### src/rtl/alu_sequencer.sv
// alu_sequencer
//   Execute-stage controller for a combinational 16-bit ALU. Accepts one
//   instruction at a time over valid/ready, reads operands from an internal
//   8x16 register file, presents registered opcode/operands to the ALU,
//   captures the result/flags, then writes back to the register file and the
//   4-bit flags register. Supports flag-conditional execution.
//
// Ports
//   clk, rst                 clock, synchronous active-high reset
//   in_valid / in_ready      instruction handshake (ready only in IDLE, not in reset)
//   in_opcode                ALU opcode 0x01..0x11, or 0x80 = LOADI
//   in_rd, in_rs1, in_rs2    destination / source register indices
//   in_imm                   LOADI immediate
//   in_cond_en, in_cond_sel  conditional execution enable, flag select
//   alu_opcode, alu_a, alu_b registered ALU request
//   alu_result, alu_flags    ALU response (flags[3:0] = ovf, zero, neg, carry)
//   flags                    architectural flags {ovf, zero, neg, carry}
//   done, skipped, err       retire pulse and its qualifiers
//   dbg_addr, dbg_data       combinational register-file read port
module alu_sequencer #(
  parameter int unsigned NREGS = 8,
  parameter int unsigned WIDTH = 16
) (
  input  logic             clk,
  input  logic             rst,
  input  logic             in_valid,
  output logic             in_ready,
  input  logic [7:0]       in_opcode,
  input  logic [2:0]       in_rd,
  input  logic [2:0]       in_rs1,
  input  logic [2:0]       in_rs2,
  input  logic [WIDTH-1:0] in_imm,
  input  logic             in_cond_en,
  input  logic [1:0]       in_cond_sel,
  output logic [7:0]       alu_opcode,
  output logic [WIDTH-1:0] alu_a,
  output logic [WIDTH-1:0] alu_b,
  input  logic [WIDTH-1:0] alu_result,
  input  logic [15:0]      alu_flags,
  output logic [3:0]       flags,
  output logic             done,
  output logic             skipped,
  output logic             err,
  input  logic [2:0]       dbg_addr,
  output logic [WIDTH-1:0] dbg_data
);

  typedef enum logic [1:0] {IDLE, EXEC, WB} state_t;

  localparam logic [7:0] OP_LOADI = 8'h80;

  state_t           state_q, state_d;
  logic [WIDTH-1:0] regs_q [NREGS];
  logic [3:0]       flags_q, flags_d;

  // Instruction fields latched at accept
  logic [7:0]       op_q;
  logic [2:0]       rd_q;
  logic [WIDTH-1:0] imm_q;
  logic             cond_ok_q;

  // ALU response captured at the end of EXEC
  logic [WIDTH-1:0] res_q;
  logic [3:0]       aflags_q;

  logic             accept;
  logic             cond_ok;
  logic             legal;
  logic             is_loadi;
  logic             is_addsub;
  logic             wr_en;
  logic [WIDTH-1:0] wr_data;

  // Only the low four ALU flag bits carry meaning here.
  logic             unused_alu_flags;
  assign unused_alu_flags = ^alu_flags[15:4];

  assign in_ready = (state_q == IDLE) && !rst;
  assign accept   = in_valid && in_ready;
  assign cond_ok  = !in_cond_en || flags_q[in_cond_sel];
  assign flags    = flags_q;
  assign dbg_data = regs_q[dbg_addr];

  // State register plus datapath registers
  always_ff @(posedge clk) begin
    if (rst) begin
      state_q    <= IDLE;
      regs_q     <= '{default: '0};
      flags_q    <= '0;
      alu_opcode <= '0;
      alu_a      <= '0;
      alu_b      <= '0;
      op_q       <= '0;
      rd_q       <= '0;
      imm_q      <= '0;
      cond_ok_q  <= 1'b0;
      res_q      <= '0;
      aflags_q   <= '0;
    end else begin
      state_q <= state_d;
      flags_q <= flags_d;
      if (accept) begin
        op_q       <= in_opcode;
        rd_q       <= in_rd;
        imm_q      <= in_imm;
        cond_ok_q  <= cond_ok;
        alu_opcode <= in_opcode;
        alu_a      <= regs_q[in_rs1];
        alu_b      <= regs_q[in_rs2];
      end
      if (state_q == EXEC) begin
        res_q    <= alu_result;
        aflags_q <= alu_flags[3:0];
      end
      if (wr_en) begin
        regs_q[rd_q] <= wr_data;
      end
    end
  end

  // Next-state logic
  always_comb begin
    state_d = state_q;
    unique case (state_q)
      IDLE:    if (accept) state_d = EXEC;
      EXEC:    state_d = WB;
      WB:      state_d = IDLE;
      default: state_d = IDLE;
    endcase
  end

  // Writeback decode: register write and flags update applied at the WB edge
  always_comb begin
    is_loadi  = (op_q == OP_LOADI);
    is_addsub = (op_q == 8'h01) || (op_q == 8'h02);
    legal     = is_loadi || ((op_q >= 8'h01) && (op_q <= 8'h11));
    wr_en     = (state_q == WB) && cond_ok_q && legal;
    wr_data   = is_loadi ? imm_q : res_q;
    flags_d   = flags_q;
    if (wr_en && !is_loadi) begin
      if (is_addsub) begin
        flags_d = aflags_q;
      end else begin
        // Logic/shift ops: carry preserved, overflow cleared, sign from result
        flags_d = {1'b0, aflags_q[2], res_q[WIDTH-1], flags_q[0]};
      end
    end
  end

  // Outputs
  always_comb begin
    done    = (state_q == WB);
    skipped = done && !cond_ok_q;
    err     = done && cond_ok_q && !legal;
  end

endmodule

### config.mk
export PLATFORM = sky130hd
export DESIGN_NAME = alu_sequencer
export DESIGN_NICKNAME = d
export VERILOG_FILES = /design/src/rtl/alu_sequencer.sv
export SDC_FILE = /design/constraint.sdc
export NUM_CORES = 1
export LEC_CHECK = 0
export BUFFER_PORTS_ARGS = -buffer_cell sky130_fd_sc_hd__buf_2
export CORE_MARGIN = 4
export CORE_UTILIZATION = 45
export DETAILED_ROUTE_END_ITERATION = 10
export PLACE_DENSITY = 0.66
export REMOVE_ABC_BUFFERS = 1
export SYNTH_ARGS = -nofsm -noshare
export SYNTH_HDL_FRONTEND = slang
export SYNTH_SLANG_ARGS = --single-unit
### constraint.sdc
create_clock -name clk -period 2.6 [get_ports clk]
set_clock_uncertainty 0.2 [all_clocks]
set_input_delay 0.39 -clock clk [delete_from_list [all_inputs] [get_ports clk]]
set_output_delay 0.39 -clock clk [all_outputs]
set_load 0.05 [all_outputs]
# --- Word level (Yosys, flattened, before mapping) ---
# Cells that the tools add are included.
word_totals:
  regBits: 214
  in_bits: 74
  out_inout_bits: 64
op_classes:
  order_cmp: 8
  n_eq_ne: 6
  n_mux: 18
  bitwise_logic: 4
  reduce_logical: 19
op_table:
  columns: ["operator", "n"]
  rows:
  - ["binary-select mux 16 bit (select 3 bit)", 3]
  - ["bitwise mux 128 bit", 1]
  - ["two-way mux 16 bit", 8]
  - ["demux 16 bit (select 3 bit)", 1]
  - [">= comparator 4 bit, second input constant", 4]
  - ["NOT 3 -> 4 bit", 4]
  - ["logical AND 1 bit", 9]
  - ["equality test 8 x 1 -> 1 bit, second input constant", 1]
  - ["equality test 8 x 2 -> 1 bit, second input constant", 1]
  - ["equality test 8 bit, second input constant", 1]
  - [">= comparator 8 x 1 -> 1 bit, second input constant", 1]
  - ["less-or-equal comparator 8 x 5 -> 1 bit, second input constant", 1]
  - ["logical NOT 1 bit", 5]
  - ["< comparator 4 x 1 -> 1 bit, second input constant", 1]
  - ["two-way mux 4 bit", 1]
  - ["one-hot mux 2 bit (2 select lines)", 1]
  - ["logical OR 1 bit", 3]
  - ["< comparator 2 x 3 -> 1 bit, second input constant", 1]
  - ["binary-select mux 1 bit (select 2 bit)", 1]
  - ["equality test 2 x 1 -> 1 bit, second input constant", 1]
  - ["equality test 2 bit, second input constant", 1]
  - ["logical NOT 2 bit", 1]
  - ["two-way mux 2 bit", 1]
  - ["!= test 2 bit, second input constant", 1]
  - ["2 further kinds", 2]

# --- Longest topological paths before layout ---
# Gate-level depths: netlist of the first run.
logic_depth:
  word_depth: 6
  mapped_depth: 8
  mapped_depth_nobuf: 5

# --- Least setup slack after synthesis of the first run ---
# Ideal clock, no wire load.
synth_timing:
  kind: "in2reg"
  startpoint: "in rst"
  endpoint: "reg imm_q[10]"
  setup_ns: 0.070
  arrival_time_ns: 2.735
  path_slack_ns: -0.406
  cell_stages: 8
  n_path_buf: 3
  cell_sequence: "nor3_1 > nand2_1 > clkbuf_1 > inv_1 > clkbuf_1 > clkbuf_1 > nand2_1 > a21oi_1"
synth_between:
  elab_chain_cells: 3
synth_lines:
  columns: ["element", "line", "text"]
  rows:
  - ["start, declared", "25", "input logic rst,"]
  - ["logical NOT 1 bit", "78", "assign in_ready = (state_q == IDLE) && !rst;"]
  - ["logical AND 1 bit", "78", null]
  - ["logical AND 1 bit", "79", "assign accept = in_valid && in_ready;"]
  - ["end signal, assigned", "105", "imm_q <= in_imm;"]
  - ["end, declared", "59", "logic [WIDTH-1:0] imm_q;"]
# Several ways; a longest one is shown, not always the timed one.
# A chain may end at the register's enable or synchronous reset.

# --- Final worst setup path of the first run ---
layout_timing:
  startpoint: "reg op_q[2]"
  endpoint: "out err"
layout_between:
  elab_chain_cells: 5
layout_lines:
  columns: ["element", "line", "text"]
  rows:
  - ["start, declared", "57", "logic [7:0] op_q;"]
  - ["start signal, assigned", "103", "op_q <= in_opcode;"]
  - [">= comparator 8 x 1 -> 1 bit / less-or-equal comparator 8 x 5 -> 1 bit (equally long branches)", "136", "legal = is_loadi || ((op_q >= 8'h01) && (op_q <= 8'h11));"]
  - ["logical AND 1 bit", "136", null]
  - ["logical OR 1 bit (*)", "136", null]
  - ["logical NOT 1 bit (*)", "154", "err = done && cond_ok_q && !legal;"]
  - ["logical AND 1 bit (*)", "154", null]
  - ["end, declared", "43", "output logic err,"]
# Mark *: on every way between the ends. The rest lies on a longest branch, timed or not.

==> results of run 1 <==
-- power breakdown --
group | switching (mW) | internal (mW) | leakage [nW] | total, mW
clock network | 1.31 | 2.03 | 0.380 | 3.34
registers | 0.0282 | 3.32 | 1.73 | 3.35
logic | 0.386 | 0.306 | 3.79 | 0.693
-- state kept, by name (all words and copies together) (netlist names) --
register / count
aflags_q: 4
alu_a: 16
alu_b: 16
cond_ok_q: 1
flags: 4
imm_q: 16
op_q: 8
rd_q: 3
regs_q: 128
res_q: 16
state_q: 2
-- kinds of logic after synthesis --
group / synth area share
DFF: 0.3806
muxes: 0.3580
and+or+nand+nor: 0.1572
AOI/OAI and AO/OA: 0.06724
buffers and inverters: 0.03623
xor gates and xnor gates: 0.0007782
-- what timing repair did --
action	4_1_cts	5_1_grt
setup buffers	1	0
hold endpoints to repair	47	0
setup endpoints to repair	1	16
hold buffers	47	0
resized for setup	5	1
gates cloned	0	0
pin swaps	1	0
-- per-layer routing --
metal	vias up	part of all wire
li1	4026	-
met1	4128	0.45
met2	205	0.48
met3	32	0.045
met4	0	0.019
met5	-	0
-- worst max path at each step --
stage	cells after the start	to	start	slack [ns]
5_1_grt	5	err	op_q[2]	-0.08
2_1_floorplan	5	imm_q[0]	rst	-1.82
4_1_cts	5	err	op_q[2]	-0.009
6_report	5	err	op_q[2]	-0.003
3_5_place_dp	4	regs_q[52]	state_q[0]	0.13
3_3_place_gp	5	dbg_data[9]	dbg_addr[0]	0.17
-- area by class of cell --
type,count,area [um2]
timing repair buffer,217,1593
tap,324,405.4
inverter,3,11.26
clock inverter,2,35.03
multi-input combinational,717,6593
sequential,214,4288
clock buffer,40,742.0
fill,2115,10800
-- stage by stage --
step / cell area (um2) / worst slack, ns / std cells / hold slack, ns / setup TNS [ns]
2_1_floorplan: 10860 / -1.821 / 934 / 0.2258 / -248.10
3_5_place_dp: 12400 / 0.1273 / 1427 / 0.2424 / 0
5_1_grt: 13670 / -0.07581 / 1517 / 0.07396 / -0.3547
6_report: 13670 / -0.003043 / 1517 / 0.03408 / -0.003043
3_3_place_gp: 12400 / 0.1685 / 1427 / 0.2390 / 0
4_1_cts: 13660 / -0.009216 / 1517 / 0.01865 / -0.009216
-- placed cells by master (no fill, tap or decap), types with 3 or more instances in the layout --
cell type / Yosys / layout
clkbuf_8: 0 / 6
and3_1: 16 / 16
a21oi_1: 51 / 51
dfxtp_1: 214 / 211
nand2_1: 97 / 96
mux4_2: 97 / 97
o21ai_2: 5 / 5
nand3b_1: 33 / 33
or3_1: 3 / 3
nor2_1: 6 / 5
inv_1: 3 / 3
buf_4: 3 / 34
dfxtp_2: 0 / 3
o21bai_1: 16 / 16
buf_2: 11 / 123
o21ai_0: 34 / 34
a21boi_0: 15 / 15
nor3_1: 6 / 6
clkbuf_1: 64 / 9
dlygate4sd3_1: 0 / 47
mux2_2: 19 / 19
buf_12: 0 / 12
nand2b_1: 129 / 129
nand3_1: 3 / 3
clkbuf_16: 0 / 25
mux2i_1: 163 / 163
-- critical path, stage by stage, from the launching register on --
cell and delay (ns):
dfxtp_2 0.35, or3_4 0.39, or3_1 0.35, a31oi_1 0.16, nor2_1 0.08, buf_6 0.17
==> flow_summary.yaml, run 1 <==
global_routing:
  grt-busiest-layer: "met2"
  grt_overflow: 0
  use_met1: 0.2867
  antenna_found_initial: 0
  met3_usage: 0.02952
  use_met2: 0.3509
  grt_pass1_wl_mm: 46.80
  grt_max_degree: 170
  grt_pass1_vias: 8475
  grt_usage: 0.2079
critical_path:
  r2r_slack_ns: 0.12
  r2r_start: "state_q[1]"
  r2r_end: "regs_q[60]"
  rr_worst_depth: 4
  cp_max_fo: 5
  crit_type: "flip-flop to output pin"
  crit_arrival_ns: 2.01
  cp-start-kind: "flip-flop"
  endpoint_kind: "output pin"
  cp.required_ns: 2.01
synth:
  syn_area_per_cell_um2: 11.03
  yosysSeqAreaShare: 0.3806
  yosysUniqueCellTypes: 39
  synth-edff-count: 0
  yosysMostFrequentCell: "dfxtp_1"
  synth.largest_area_cell: "dfxtp_1"
  netlist_instances: 1021
  async_flop_share: 0
  synth.top_cell.area_share: 0.3806
  netlist_area_um2: 11260
  synth_area_leaders: "dfxtp_1 (38%), mux4_2 (19%), mux2i_1 (14%)"
  ys_seq_elements: 214
  synth_common_cells: "dfxtp_1 (214), mux2i_1 (163), nand2b_1 (129), mux4_2 (97), nand2_1 (97)"
  synth-main-ff-cell: "dfxtp_1"
  yosysWarnings: 0
sta:
  fin_ws_ns: -0.003043
  finalHoldViolations: 0
  slew_viol_final: 0
  setup_violations: 1
  maxSlewHeadroom: 0.3581
  fmax_ghz: 0.3842
  rsz0062_at_grt: "yes"
  fin_crit_ns: 2.603
  tightest_slew_ns: 0.9593
  finalCritPeriodShare: 1.001
clock_tree:
  htree_levels: 1
  clockBufferDepth: 3
  cts_buffers: 25
  clk_pin_slew_worst_paths_ns: 0.06
  cts_tree: "done"
  cts_sinks: 214
  cts_root_buf: "clkbuf_16"
  worstSkewPairLatency_ns: 0.51
route:
  drcViolationCount: 0
  routed-via-count: 8391
  drt-initial-drc-count: 553
  wl_mm: 29.25
  wl_per_cell_um: 19.28
  avgViaCountPerCell: 5.531
  ant_nets: 0
  detail_route.first_pass.iterations: 5
cells_and_area:
  diodes: 0
  area_growth_pct: 21.41
  fin_util: 0.5587
  drive_above_1_share: 0.2825
  final_nets: 1252
worst_hold_path:
  hold_path.startpoint: "in_cond_en"
  hp-class: "primary input to flip-flop"
  min_path_cells: 3
  whs_endpoint: "cond_ok_q"
die:
  die_w_um: 166.2
  placementRows: 57
  die_h_um: 166.2
  initial_core_util: 0.4602
  core_um2: 24460
  ioPinCount: 138
  dieArea_um2: 27610
power_and_ir_drop:
  p_leak_nw: 5.897
  p_total_mw: 7.377
  ir_worst_vdd_mv: 0.3781
  powerDensity_nw_per_um2: 539.8
placement:
  port_buffers: 125
  dp_hpwl_mm: 17.55
  place.gp.congestion: 0.7514
run_status:
  violations: "negative setup slack"
  status: "complete, but fails checks"
run:
  cap_violations: 0
No activity file was read; power rests on OpenSTA's default activity.
==> inputs of run 2 (changes only) <==
--- a/config.mk
+++ b/config.mk
@@ -5,11 +5,13 @@
 export SDC_FILE = /design/constraint.sdc
 export NUM_CORES = 1
 export LEC_CHECK = 0
-export BUFFER_PORTS_ARGS = -buffer_cell sky130_fd_sc_hd__buf_2
+export CORE_ASPECT_RATIO = 2
 export CORE_MARGIN = 4
 export CORE_UTILIZATION = 45
 export DETAILED_ROUTE_END_ITERATION = 10
-export PLACE_DENSITY = 0.66
+export DONT_BUFFER_PORTS = 1
+export GPL_ROUTABILITY_DRIVEN = 0
+export PLACE_DENSITY = 0.62
 export REMOVE_ABC_BUFFERS = 1
 export SYNTH_ARGS = -nofsm -noshare
 export SYNTH_HDL_FRONTEND = slang
==> run 2 against run 1 <==
  * Flip-flop and latch count unchanged
  * The flow now finishes without violations
  * Utilization fell by 2.3 points
  * Via count shrank 3.7%
  * Critical endpoint unchanged
  * Wire length grew 1.2%
  * Highest routed layer unchanged
==> flow_summary.yaml, run 2 (same netlist as run 1, synthesis figures left out) <==
power_and_ir_drop:
  pwr-share-comb: 0.073
  power_switching_mw: 1.641
  powerDensity_nw_per_um2: 546.1
  seqPwrFrac: 0.466
  swShare: 0.2287
  ir_worst_vdd_mv: 0.4929
  p_leak_nw: 5.453
  intPower_mw: 5.536
  clock_power_share: 0.461
global_routing:
  grt_pass1_wl_mm: 47.04
  grt_pass1_vias: 8556
  antenna_found_initial: 0
  grt_max_degree: 178
  grt_usage: 0.2140
  grt_overflow: 0
run_status:
  status: "finished, final reports clean"
route:
  avgViaCountPerCell: 5.737
  detail_route.first_pass.iterations: 6
  drt-initial-drc-count: 374
  routed-via-count: 8077
  wl_mm: 29.61
  drcViolationCount: 0
  dr_wl_met2_mm: 16.11
  wl_per_cell_um: 21.03
  top_layer: "met4"
  wl_met1_mm: 11.43
  wl_met3_mm: 1.233
  ant_nets: 0
critical_path:
  cp_max_fo: 4
  endpoint_kind: "output pin"
  r2r_start: "state_q[1]"
  cp.required_ns: 2.01
  crit_type: "flip-flop to output pin"
  rr_worst_depth: 7
  crit_arrival_ns: 1.97
  slowest_stage: "or3_4"
  cp_cell_sequence: "or3_4 > or3_1 > a31oi_1 > nor2_1 > buf_6"
  cp-start-kind: "flip-flop"
  r2r_end: "rd_q[0]"
  max_stage_delay_ns: 0.39
  r2r_slack_ns: 0.26
cells_and_area:
  diodes: 0
  largest_reg_flops: 128
  drive_above_1_share: 0.2063
  largest_register: "regs_q"
  area_growth_pct: 16.76
  layout_common_cells: "dfxtp_1 (210), mux2i_1 (163), nand2b_1 (129)"
  final_nets: 1136
  fin_area_um2: 13140
  fillers: 2214
  layout_commonest_cell: "dfxtp_1"
sta:
  hold_ws_ns: 0.03328
  maxSlewHeadroom: 0.5343
  finalHoldViolations: 0
  fin_crit_ns: 2.561
  finalCritPeriodShare: 0.9850
  fmax_ghz: 0.3905
  rsz0062_at_grt: "yes"
  slew_viol_final: 0
  setup_violations: 0
  tightest_slew_ns: 0.6972
clock_tree:
  worstSkewPairLatency_ns: 0.51
  htree_levels: 1
  cts_sinks: 214
  clk_pin_slew_worst_paths_ns: 0.07
  cts_tree: "done"
  cts_buffers: 22
  cts_root_buf: "clkbuf_16"
  clockBufferDepth: 3
worst_hold_path:
  hold_path.startpoint: "rst"
  min_path_cells: 3
  whs_endpoint: "regs_q[100]"
  hp-class: "primary input to flip-flop"
run:
  cap_violations: 0
die:
  initial_core_util: 0.4590
  placementRows: 81
  die_h_um: 231.7
  core_um2: 24530
  die_w_um: 119.8
  ioPinCount: 138
  dieArea_um2: 27760
placement:
  dp_hpwl_mm: 17.73
  port_buffers: 0
  place_area_um2: 11770
[run 2: cell count changes in the layout (fill, tap and decap cells not counted), moves of 2 or more]
| cell | delta |
|---|---|
| dlygate4sd3_1 | +4 |
| buf_2 | -123 |
| dfxtp_4 | +2 |
| clkbuf_1 | -6 |
| clkinvlp_4 | +3 |
| clkbuf_16 | -2 |
| buf_4 | +5 |
[run 2: worst max path at each step]
| stage | slack (ns) | cells past startpoint | startpoint | end |
|---|---|---|---|---|
| detailed placement | 0.25 | 5 | op_q[7] | regs_q[63] |
| finish | 0.04 | 5 | op_q[1] | err |
| floorplan | -1.82 | 5 | rst | imm_q[0] |
| CTS | 0.008 | 5 | op_q[1] | err |
| global route | -0.04 | 5 | op_q[1] | err |
| global placement | 0.34 | 5 | op_q[7] | regs_q[79] |
[run 2: metrics by stage]
step / power (mW) / utilization / setup TNS, ns / worst slack, ns / std cells
after detailed placement: 3.815 / 0.4801 / 0 / 0.2451 / 1312
after CTS: 7.246 / 0.5346 / 0 / 0.008191 / 1405
final: 7.177 / 0.5359 / 0 / 0.03896 / 1408
after global placement: 3.810 / 0.4801 / 0 / 0.3402 / 1312
after floorplan: 3.702 / - / -248.10 / -1.821 / 934
after global routing: 7.418 / 0.5359 / -0.03741 / -0.03534 / 1408
[run 2: worst max-delay path, delay by kind of cell (launching register included)]
family,cells,cell delay (ns)
simple gates,3,0.78
buf+inv,1,0.17
flops,1,0.35
compound gates,1,0.17
[run 2: what timing repair did]
action                     in CTS  in global routing
hold endpoints to repair      214                  0
setup buffers                   1                  3
pin swaps                       1                  5
setup endpoints to repair       1                  2
hold buffers                   54                  0
gates resized for setup         2                  5
[run 2: final cells by class]
| cell class | count | area [um2] | area share |
|---|---|---|---|
| sequential | 214 | 4294 | 0.3267 |
| tap | 332 | 415.4 | 0.03160 |
| clock buffer | 31 | 655.6 | 0.04988 |
| multi-input combinational | 717 | 6593 | 0.5016 |
| clock inverter | 7 | 92.59 | 0.007044 |
| inverter | 3 | 11.26 | 0.0008567 |
| timing repair buffer | 104 | 1082 | 0.08234 |
[run 2: routing by layer]
layer  global-route usage  vias up
li1                     -     3791
met1               0.2406     4070
met2               0.4058      164
met3              0.03321       52
met4              0.07171        0
met5                    0        -
[run 2: power groups by stage]
stage | Combinational (mW) | Sequential, mW | Clock [mW]
2_1_floorplan | 0.273 | 3.43 | 0
3_3_place_gp | 0.394 | 3.42 | 0
3_5_place_dp | 0.398 | 3.42 | 0
4_1_cts | 0.517 | 3.34 | 3.39
5_1_grt | 0.565 | 3.34 | 3.51
6_report | 0.525 | 3.34 | 3.31
==> inputs of run 3 (changes only) <==
--- a/config.mk
+++ b/config.mk
@@ -5,13 +5,13 @@
 export SDC_FILE = /design/constraint.sdc
 export NUM_CORES = 1
 export LEC_CHECK = 0
+export BUFFER_PORTS_ARGS = -buffer_cell sky130_fd_sc_hd__buf_2
 export CORE_ASPECT_RATIO = 2
 export CORE_MARGIN = 4
 export CORE_UTILIZATION = 45
 export DETAILED_ROUTE_END_ITERATION = 10
-export DONT_BUFFER_PORTS = 1
 export GPL_ROUTABILITY_DRIVEN = 0
-export PLACE_DENSITY = 0.62
+export PLACE_DENSITY = 0.66
 export REMOVE_ABC_BUFFERS = 1
 export SYNTH_ARGS = -nofsm -noshare
 export SYNTH_HDL_FRONTEND = slang
==> run 3 against run 2 <==
  * The flow now finishes with violations (negative setup slack)
  * Non-clock buffer count grew 116
  * First-iteration DRC count grew 10%
  * Register-to-register slack lost 0.12 ns
  * Setup slack worse by 0.10 ns
  * Sequential share of layout area fell by 1.1 points
  * Sequential power hardly changed
  * Cell area up 3.2%
  * Global-route usage shrank 0.58 points
  * Critical endpoint unchanged
==> flow_summary.yaml, run 3 (same netlist as run 1, synthesis figures left out) <==
run_status:
  status: "complete, but fails checks"
  violations: "negative setup slack"
sta:
  hold_ws_ns: 0.03244
  fmax_ghz: 0.3755
  rsz0062_at_grt: "yes"
  finalHoldViolations: 0
  setup_violations: 1
  finalCritPeriodShare: 1.024
  maxSlewHeadroom: 0.3169
  tightest_slew_ns: 1.021
  slew_viol_final: 0
  fin_ws_ns: -0.06314
  fin_tns_setup_ns: -0.06314
  fin_crit_ns: 2.663
die:
  core_um2: 24530
  dieArea_um2: 27760
  die_w_um: 119.8
  initial_core_util: 0.4590
  ioPinCount: 138
  die_h_um: 231.7
  placementRows: 81
power_and_ir_drop:
  clock_power_share: 0.431
  power_switching_mw: 1.696
  p_total_mw: 7.071
  powerDensity_nw_per_um2: 521.3
  p_leak_nw: 5.848
  swShare: 0.2398
  intPower_mw: 5.375
  pwr-share-comb: 0.097
  seqPwrFrac: 0.472
  ir_worst_vdd_mv: 0.4640
clock_tree:
  clockBufferDepth: 3
  worstSkewPairLatency_ns: 0.50
  htree_levels: 1
  cts_root_buf: "clkbuf_16"
  clk_pin_slew_worst_paths_ns: 0.06
  cts_buffers: 21
  cts_tree: "done"
  cts_sinks: 214
cells_and_area:
  layout_commonest_cell: "dfxtp_1"
  largest_reg_flops: 128
  fillers: 2180
  area_growth_pct: 20.51
  finalNonFillerCells: 1522
  layout_common_cells: "dfxtp_1 (212), mux2i_1 (163), nand2b_1 (129)"
  largest_register: "regs_q"
  diodes: 0
  fin_area_um2: 13570
  drive_above_1_share: 0.2832
  final_nets: 1251
critical_path:
  slowest_stage: "or3_4"
  cp_max_fo: 4
  crit_arrival_ns: 2.07
  cp_cell_sequence: "buf_6 > or3_4 > or3_1 > a31oi_1 > nor2_1 > buf_6"
  max_stage_delay_ns: 0.39
  crit_type: "flip-flop to output pin"
  cp-start-kind: "flip-flop"
  cpMostUsedCell: "buf_6"
  critPathTopFamily: "simple AND/OR/NAND/NOR gates"
  endpoint_kind: "output pin"
  crit_buf_inv: 2
  cp.required_ns: 2.01
worst_hold_path:
  hp-class: "primary input to flip-flop"
route:
  detail_route.first_pass.iterations: 5
  ant_nets: 0
  wl_mm: 28.64
  drt-initial-drc-count: 413
  drcViolationCount: 0
  wl_per_cell_um: 18.82
  avgViaCountPerCell: 5.430
  routed-via-count: 8264
global_routing:
  grt_pass1_vias: 8622
  antenna_found_initial: 0
  grt_max_degree: 230
  grt_usage: 0.2081
  grt_overflow: 0
  grt_pass1_wl_mm: 45.84
run:
  cap_violations: 0
placement:
  port_buffers: 125
  place_inst: 1438
  place_area_um2: 12390
  dp_hpwl_mm: 18.01
==> run 3: path summary, 6_finish.rpt <==
kind         depth (start not counted)     start         end  slack [ns]
max                                  6   op_q[3]         err       -0.06
min                                  4  in_valid    imm_q[6]        0.03
max reg2reg                          5   op_q[1]  regs_q[59]        0.14
min reg2reg                          2  res_q[8]    res_q[8]        0.25
==> run 3: per-layer routing <==
layer / up-vias / track usage / wire length (um)
met5: - / 0 / 0
met4: 0 / 0.07207 / 783
met3: 42 / 0.02442 / 1073
met2: 177 / 0.3931 / 15480
met1: 4017 / 0.2399 / 11310
li1: 4028 / - / -
==> run 3: power groups by stage <==
stage | Sequential, mW | Combinational, mW | Clock, mW
after global routing | 3.34 | 0.742 | 3.23
final | 3.34 | 0.687 | 3.04
after global placement | 3.41 | 0.628 | 0
after CTS | 3.34 | 0.691 | 3.12
after detailed placement | 3.41 | 0.634 | 0
after floorplan | 3.43 | 0.273 | 0
==> run 3: cell type report <==
cell class                      count  area [um2]  area share
Multi-Input combinational cell    717        6588      0.4856
Inverter                            3       11.26   0.0008301
Sequential cell                   214        4287      0.3160
Tap cell                          332       415.4     0.03062
Clock inverter                      6       60.06    0.004427
Timing Repair Buffer              220        1585      0.1169
Clock buffer                       30       619.3     0.04566
==> run 3: worst register-to-register path, delay by kind of cell (launching register included) <==
family                 cells  cell delay [ns]
AOI/OAI and AO/OA          1             0.81
muxes                      2             0.70
DFF                        1             0.31
and+or+nand+nor            1             0.18
buffers and inverters      1             0.17
==> run 3: per-stage QoR <==
stage | worst slack (ns) | utilization
final | -0.06314 | 0.5531
after global placement | 0.1633 | 0.5053
after detailed placement | 0.1513 | 0.5053
after CTS | -0.08794 | 0.5527
after floorplan | -1.821 | -
after global routing | -0.1192 | 0.5531
==> run 3: timing repair <==
item,CTS,global route
hold endpoints to repair,47,0
gates resized for setup,2,4
pin swaps,1,0
setup buffers,1,0
hold buffers,47,0
endpoints found under the setup margin,1,1
